<file path="src/rtl/ws2812_pkg.sv">
// ws2812_pkg: shared state encoding, default timing constants and GRB word type
package ws2812_pkg;

    typedef enum logic [2:0] {ST_IDLE, ST_HIGH, ST_LOW, ST_WAIT, ST_LATCH} state_t;

    typedef logic [23:0] grb_t;

    localparam int DEF_T0H          = 20;
    localparam int DEF_T0L          = 42;
    localparam int DEF_T1H          = 40;
    localparam int DEF_T1L          = 22;
    localparam int DEF_RESET_CYCLES = 2500;
    localparam int DEF_LED_COUNT    = 100;

    function automatic int max4(input int a, input int b, input int c, input int d);
        int m;
        m = a;
        if (b > m) m = b;
        if (c > m) m = c;
        if (d > m) m = d;
        return m;
    endfunction

endpackage

</file>
<file path="src/rtl/ws2812_bit_timer.sv">
// ws2812_bit_timer: times one high/low pulse pair for the bit value presented on i_bit
module ws2812_bit_timer
    import ws2812_pkg::*;
#(
    parameter int T0H = DEF_T0H,
    parameter int T0L = DEF_T0L,
    parameter int T1H = DEF_T1H,
    parameter int T1L = DEF_T1L
) (
    input  logic i_clk,
    input  logic i_rst,
    input  logic i_start,
    input  logic i_bit,
    output logic o_dout_phase,
    output logic o_bit_done
);

    localparam int CW = $clog2(max4(T0H, T0L, T1H, T1L) + 1);

    logic          r_run;
    logic          r_hi;
    logic [CW-1:0] r_cnt;
    logic [CW-1:0] w_th;
    logic [CW-1:0] w_tl;

    // i_bit stays stable for the whole bit, so phase lengths are picked live from it
    assign w_th         = i_bit ? CW'(T1H - 1) : CW'(T0H - 1);
    assign w_tl         = i_bit ? CW'(T1L - 1) : CW'(T0L - 1);
    assign o_dout_phase = r_run & r_hi;
    assign o_bit_done   = r_run & ~r_hi & (r_cnt == w_tl);

    // High phase then low phase; a start on the done cycle chains the next bit gaplessly
    always_ff @(posedge i_clk) begin
        if (i_rst) begin
            r_run <= 1'b0;
            r_hi  <= 1'b0;
            r_cnt <= '0;
        end else if (i_start) begin
            r_run <= 1'b1;
            r_hi  <= 1'b1;
            r_cnt <= '0;
        end else if (o_bit_done) begin
            r_run <= 1'b0;
            r_cnt <= '0;
        end else if (r_run && r_hi && r_cnt == w_th) begin
            r_hi  <= 1'b0;
            r_cnt <= '0;
        end else if (r_run) begin
            r_cnt <= r_cnt + CW'(1);
        end
    end

endmodule

</file>
<file path="src/rtl/ws2812_serializer.sv">
// ws2812_serializer: streams buffered 24-bit GRB words onto the WS2812 data line
module ws2812_serializer
    import ws2812_pkg::*;
#(
    parameter int T0H          = DEF_T0H,
    parameter int T0L          = DEF_T0L,
    parameter int T1H          = DEF_T1H,
    parameter int T1L          = DEF_T1L,
    parameter int RESET_CYCLES = DEF_RESET_CYCLES,
    parameter int LED_COUNT    = DEF_LED_COUNT
) (
    input  logic        i_clk,
    input  logic        i_rst,
    input  logic [23:0] i_grb_data,
    input  logic        i_grb_valid,
    output logic        o_data_req,
    output logic        o_dout,
    output logic        o_busy,
    output logic        o_frame_done,
    output logic        o_overflow
);

    localparam int WCW = $clog2(LED_COUNT + 1);
    localparam int LCW = $clog2(RESET_CYCLES + 1);

    state_t         r_state;
    grb_t           r_hold;
    grb_t           r_shift;
    logic           r_hold_valid;
    logic           r_valid_q;
    logic           r_first;
    logic           r_req;
    logic           r_dout;
    logic           r_done;
    logic           r_ovf;
    logic [4:0]     r_idx;
    logic [WCW-1:0] r_words;
    logic [LCW-1:0] r_lat;
    logic           w_capture;
    logic           w_bit_end;
    logic           w_full;
    logic           w_load;
    logic           w_shift;
    logic           w_start;
    logic           w_phase;
    logic           w_bit_done;

    assign w_capture = i_grb_valid & ~r_valid_q;
    assign w_bit_end = (r_state == ST_HIGH || r_state == ST_LOW) && w_bit_done;
    assign w_full    = r_words == WCW'(LED_COUNT);
    assign w_load    = r_hold_valid && (r_state == ST_IDLE || r_state == ST_WAIT ||
                       (w_bit_end && r_idx == 5'd0 && !w_full));
    assign w_shift   = w_bit_end && r_idx != 5'd0;
    assign w_start   = w_load | w_shift;

    assign o_data_req   = r_req;
    assign o_dout       = r_dout;
    assign o_busy       = r_state != ST_IDLE;
    assign o_frame_done = r_done;
    assign o_overflow   = r_ovf;

    ws2812_bit_timer #(
        .T0H(T0H),
        .T0L(T0L),
        .T1H(T1H),
        .T1L(T1L)
    ) u_timer (
        .i_clk       (i_clk),
        .i_rst       (i_rst),
        .i_start     (w_start),
        .i_bit       (r_shift[23]),
        .o_dout_phase(w_phase),
        .o_bit_done  (w_bit_done)
    );

    // Edge-detected capture into the one-word hold buffer; a load in the same cycle frees the slot
    always_ff @(posedge i_clk) begin
        if (i_rst) begin
            r_valid_q    <= 1'b0;
            r_hold_valid <= 1'b0;
            r_hold       <= '0;
            r_ovf        <= 1'b0;
        end else begin
            r_valid_q <= i_grb_valid;
            r_ovf     <= w_capture && r_hold_valid && !w_load;
            if (w_capture && (!r_hold_valid || w_load)) begin
                r_hold       <= i_grb_data;
                r_hold_valid <= 1'b1;
            end else if (w_load) begin
                r_hold_valid <= 1'b0;
            end
        end
    end

    // Frame FSM: word loads, bit shifting, word count, latch interval and registered outputs
    always_ff @(posedge i_clk) begin
        if (i_rst) begin
            r_state <= ST_IDLE;
            r_shift <= '0;
            r_idx   <= '0;
            r_words <= '0;
            r_lat   <= '0;
            r_done  <= 1'b0;
            r_req   <= 1'b0;
            r_first <= 1'b1;
            r_dout  <= 1'b0;
        end else begin
            r_dout  <= w_phase;
            r_first <= 1'b0;
            r_req   <= r_first || r_done || (w_load && int'(r_words) + 1 < LED_COUNT);
            r_done  <= 1'b0;
            if (w_load) begin
                r_shift <= r_hold;
                r_idx   <= 5'd23;
                r_words <= r_words + WCW'(1);
            end else if (w_shift) begin
                r_shift <= {r_shift[22:0], 1'b0};
                r_idx   <= r_idx - 5'd1;
            end
            case (r_state)
                ST_LATCH: begin
                    r_done <= r_lat == LCW'(RESET_CYCLES - 2);
                    if (r_lat == LCW'(RESET_CYCLES - 1)) begin
                        r_state <= ST_IDLE;
                        r_words <= '0;
                        r_lat   <= '0;
                    end else begin
                        r_lat <= r_lat + LCW'(1);
                    end
                end
                default: begin
                    if (w_start) r_state <= ST_HIGH;
                    else if (w_bit_end) r_state <= w_full ? ST_LATCH : ST_WAIT;
                    else if (r_state == ST_HIGH && !w_phase) r_state <= ST_LOW;
                end
            endcase
        end
    end

endmodule

</file>
<file path="config.mk">
export PLATFORM = sky130hd
export DESIGN_NAME = ws2812_serializer
export DESIGN_NICKNAME = d
export VERILOG_FILES = /design/src/rtl/ws2812_pkg.sv /design/src/rtl/ws2812_bit_timer.sv /design/src/rtl/ws2812_serializer.sv
export SDC_FILE = /design/constraint.sdc
export NUM_CORES = 1
export LEC_CHECK = 0
export ABC_AREA = 1
export CORE_ASPECT_RATIO = 0.6
export CORE_MARGIN = 3
export CORE_UTILIZATION = 60
export CTS_BUF_LIST = sky130_fd_sc_hd__clkbuf_8
export DETAILED_ROUTE_END_ITERATION = 8
export PLACE_DENSITY_LB_ADDON = 0.2
export SYNTH_ARGS = -nofsm -noshare
export SYNTH_HDL_FRONTEND = slang
export SYNTH_HIERARCHICAL = 1
export SYNTH_SLANG_ARGS = --single-unit
</file>
<file path="constraint.sdc">
create_clock -name i_clk -period 3.9 [get_ports i_clk]
set_input_delay 0.39 -clock i_clk [delete_from_list [all_inputs] [get_ports i_clk]]
set_output_delay 0.39 -clock i_clk [all_outputs]
set_load 0.02 [all_outputs]
</file>
==> metrics.txt <==
run status complete, no violations; gr ovfl total 0; Crit. End Element flop; initial core utilization 64.8%; Synth Cell Area 4140 sq um; part of the Yosys area used for sequential elements ~44%; GPL Wtd Cong about 0.9; max_cap viols 0; Post-synth EDFFs 0; TritonCTS buffer count 9; share of cells above drive strength 1 under 10%; Total GRT Usage roughly a quarter; top-count cell post-synth nor2_1; Port Buf Inserts 31; vias in the first global route approximately 3400; reg-to-reg endpoint o_data_req$_SDFF_PP0_; first-pass GRT wire length 15.3 mm; ANT cells 0; total core area between 6000 and 7000 sq um; Slew Limit Fails 0; die area 7970 sq um; Crit path required time between 4 and 5 ns; initial antenna violation count 0; cells after synthesis between 500 and 600; CP max stage delay ~0.5 ns; Synth Area in Adders around 2.4%; synth warn 6; worst vdd ir 345 uV; WL per Instance roughly 13 um; pin count of the biggest net entering global routing 43; drt pass-1 iters 5; PwrDens ~520 nW/um^2; hold path cells 2; R2R cell count 12; setup violators final 0; WHS Endpoint o_data_req$_SDFF_PP0_; DRT Wirelength roughly 8.8 mm; CTS tree built; Root Buffer clkbuf_8; DP HPWL 6.05 mm; final worst-path cycle share 65.3%; Post-synth top cells 139 x nor2_1, 94 x nand2_1, 90 x dfxtp_1; post-CTS setup buffers 0; CTS clk-pin slew, worst paths 0.08 ns; Top FF cell, synth dfxtp_1; ANT nets after route 0; Final WS setup 1.36 ns; Synth area leaders dfxtp_1 44%, nor2_1 13%, nand2_1 8.5%; startpoint types flop; min-delay worst type flop to flop; Design Area, Final 4660 sq um; CP Depth 12; total design power ~2.4 mW; post-DR vias/cell 5.32; Avg Cell Area, Syn approximately 7.1 sq um; DRC viols 0; CTS Sinks 90; Post-synth ARST share 0%; worst-path fanout max 31; Compound-Gate Fraction of Synth Area a little over a tenth; endpoints failing hold 0; CTS Buffer Depth 2; Tmin final 2.54 ns; post-cts gate resize count 0; Worst Path Arrival roughly 2.8 ns; syn nets approximately 600; H-Tree Depth 3; clk_skew between 0.01 and 0.015 ns; leak pwr ~1.9 nW; Die Y ~70 um; kind of critical path flop to flop; Setup TNS 0 ns; Slew @ Worst Pin 0.893 ns; flops & latches, synth 90; Slowest-stage cell, CP inv_2; Yosys top cell by area dfxtp_1; Layout Area Growth over Synthesis 12.5%; I/O pin cnt 32; Critical R2R Launch u_timer/r_run$_SDFFE_PP0P_; Starting DRT DRC Count between 200 and 250; vias roughly 3700; crit path cell chain inv_1, nor3b_2, nand3_2, inv_1, nand2_1, nor2_4, nand3_2, nand2_2, nand2_2, inv_2, nand3_1, a21oi_1; worst skew pair latency 0.37 ns; die width 113 um; row cnt 22; Buf/Inv on CP 3; Synth top area share a little over two fifths; post-synth cell types 33; Post-Synth XOR/XNOR Area 2.75%; pre-CTS setup slack between 1 and 1.5 ns; largest family of logic cells by synthesized area simple AND/OR/NAND/NOR gates; Post-DP Area between 4000 and 5000 sq um; cell family with most CP delay simple AND/OR/NAND/NOR gates; post-synthesis mux area share 0%; RSZ-0062 raised after global routing no; maximum clock rate between 300 and 400 MHz; hold_sp r_first$_DFF_P_; # nets final about 640; internal reg-to-reg setup slack around 1.4 ns; # hold bufs at CTS 0; slew margin rel. between 30% and 40%; simple-gate area share of the yosys netlist approximately a third
## worst max path at each step
stage | from | endpoint | slack [ns]
floorplan | u_timer/r_cnt[0]$_SDFFE_PP0P_ | u_timer/r_cnt[0]$_SDFFE_PP0P_ | 2.05
global placement | u_timer/r_run$_SDFFE_PP0P_ | r_words[4]$_SDFF_PP0_ | 1.51
detailed placement | u_timer/r_run$_SDFFE_PP0P_ | o_data_req$_SDFF_PP0_ | 1.36
CTS | u_timer/r_run$_SDFFE_PP0P_ | o_data_req$_SDFF_PP0_ | 1.32
global route | u_timer/r_run$_SDFFE_PP0P_ | o_data_req$_SDFF_PP0_ | 1.06
finish | u_timer/r_run$_SDFFE_PP0P_ | o_data_req$_SDFF_PP0_ | 1.36
## worst min-delay path: stages (launching register included)
cell and delay (ns):
dfxtp_1 0.30, nor2_1 0.07, a21oi_1 0.07
## layout by cell type, fill, tap and decap left out, types with 2 or more instances in the layout
cell,instances
a31oi_1,3
o21ai_1,22
a211oi_1,3
nand3_1,23
or2_2,2
clkdlybuf4s50_1,31
nor2_1,139
xnor2_1,4
nand4_1,5
clkbuf_8,12
o21ai_0,42
ha_1,8
buf_4,5
dfxtp_1,90
nand3b_1,2
nor2_2,3
nand2_1,94
inv_2,8
nand3_2,3
nand2_2,7
nor3b_2,4
inv_1,43
nor3_1,20
nor3b_1,2
xor2_1,9
clkinv_2,2
a21oi_1,14
## report_power, final
group | total (mW) | internal, mW | switching, mW | leakage (nW)
Combinational | 0.616 | 0.231 | 0.384 | 1.00
Sequential | 1.15 | 1.05 | 0.0997 | 0.737
Clock | 0.665 | 0.347 | 0.318 | 0.112
Total | 2.43 | 1.63 | 0.802 | 1.85
## metal layers
metal	vias to the layer above	track usage [%]	wire, um
met1	1666	32.2	4300
li1	1891	-	-
met2	102	35.8	3750
met3	20	5.28	545
met5	-	0	0
met4	0	10.4	174
## logic make-up after synthesis
| logic type | count (synthesis) |
|---|---|
| fa+ha+maj | 8 |
| xor+xnor | 13 |
| flops | 90 |
| simple gates | 307 |
| buf+inv | 76 |
| compound gates | 86 |
## registers in the layout, indices dropped and copies added, names as in the netlist
register       count
o_data_req         1
o_dout             1
o_frame_done       1
o_overflow         1
r_first            1
r_hold            24
r_hold_valid       1
r_idx              5
r_lat             12
r_shift           24
r_state            3
r_valid_q          1
r_words            7
u_timer/r_cnt      6
u_timer/r_hi       1
u_timer/r_run      1
## per-stage QoR
stage          hold WS [ns]  util [%]  instances
2_1_floorplan         0.418         -        580
3_3_place_gp          0.467      69.6        675
3_5_place_dp          0.479      69.6        675
4_1_cts               0.494      73.0        691
5_1_grt               0.509      73.0        691
6_report              0.485      73.0        691
## cell type report
type / count / area [sq um]
Inverter: 51 / 191
Timing Repair Buffer: 36 / 348
Fill cell: 535 / 1730
Clock buffer: 12 / 165
Clock inverter: 4 / 48.8
Tap cell: 84 / 105
Sequential cell: 90 / 1800
Multi-Input combinational cell: 414 / 2000
Power figures use the tool's default switching activity.
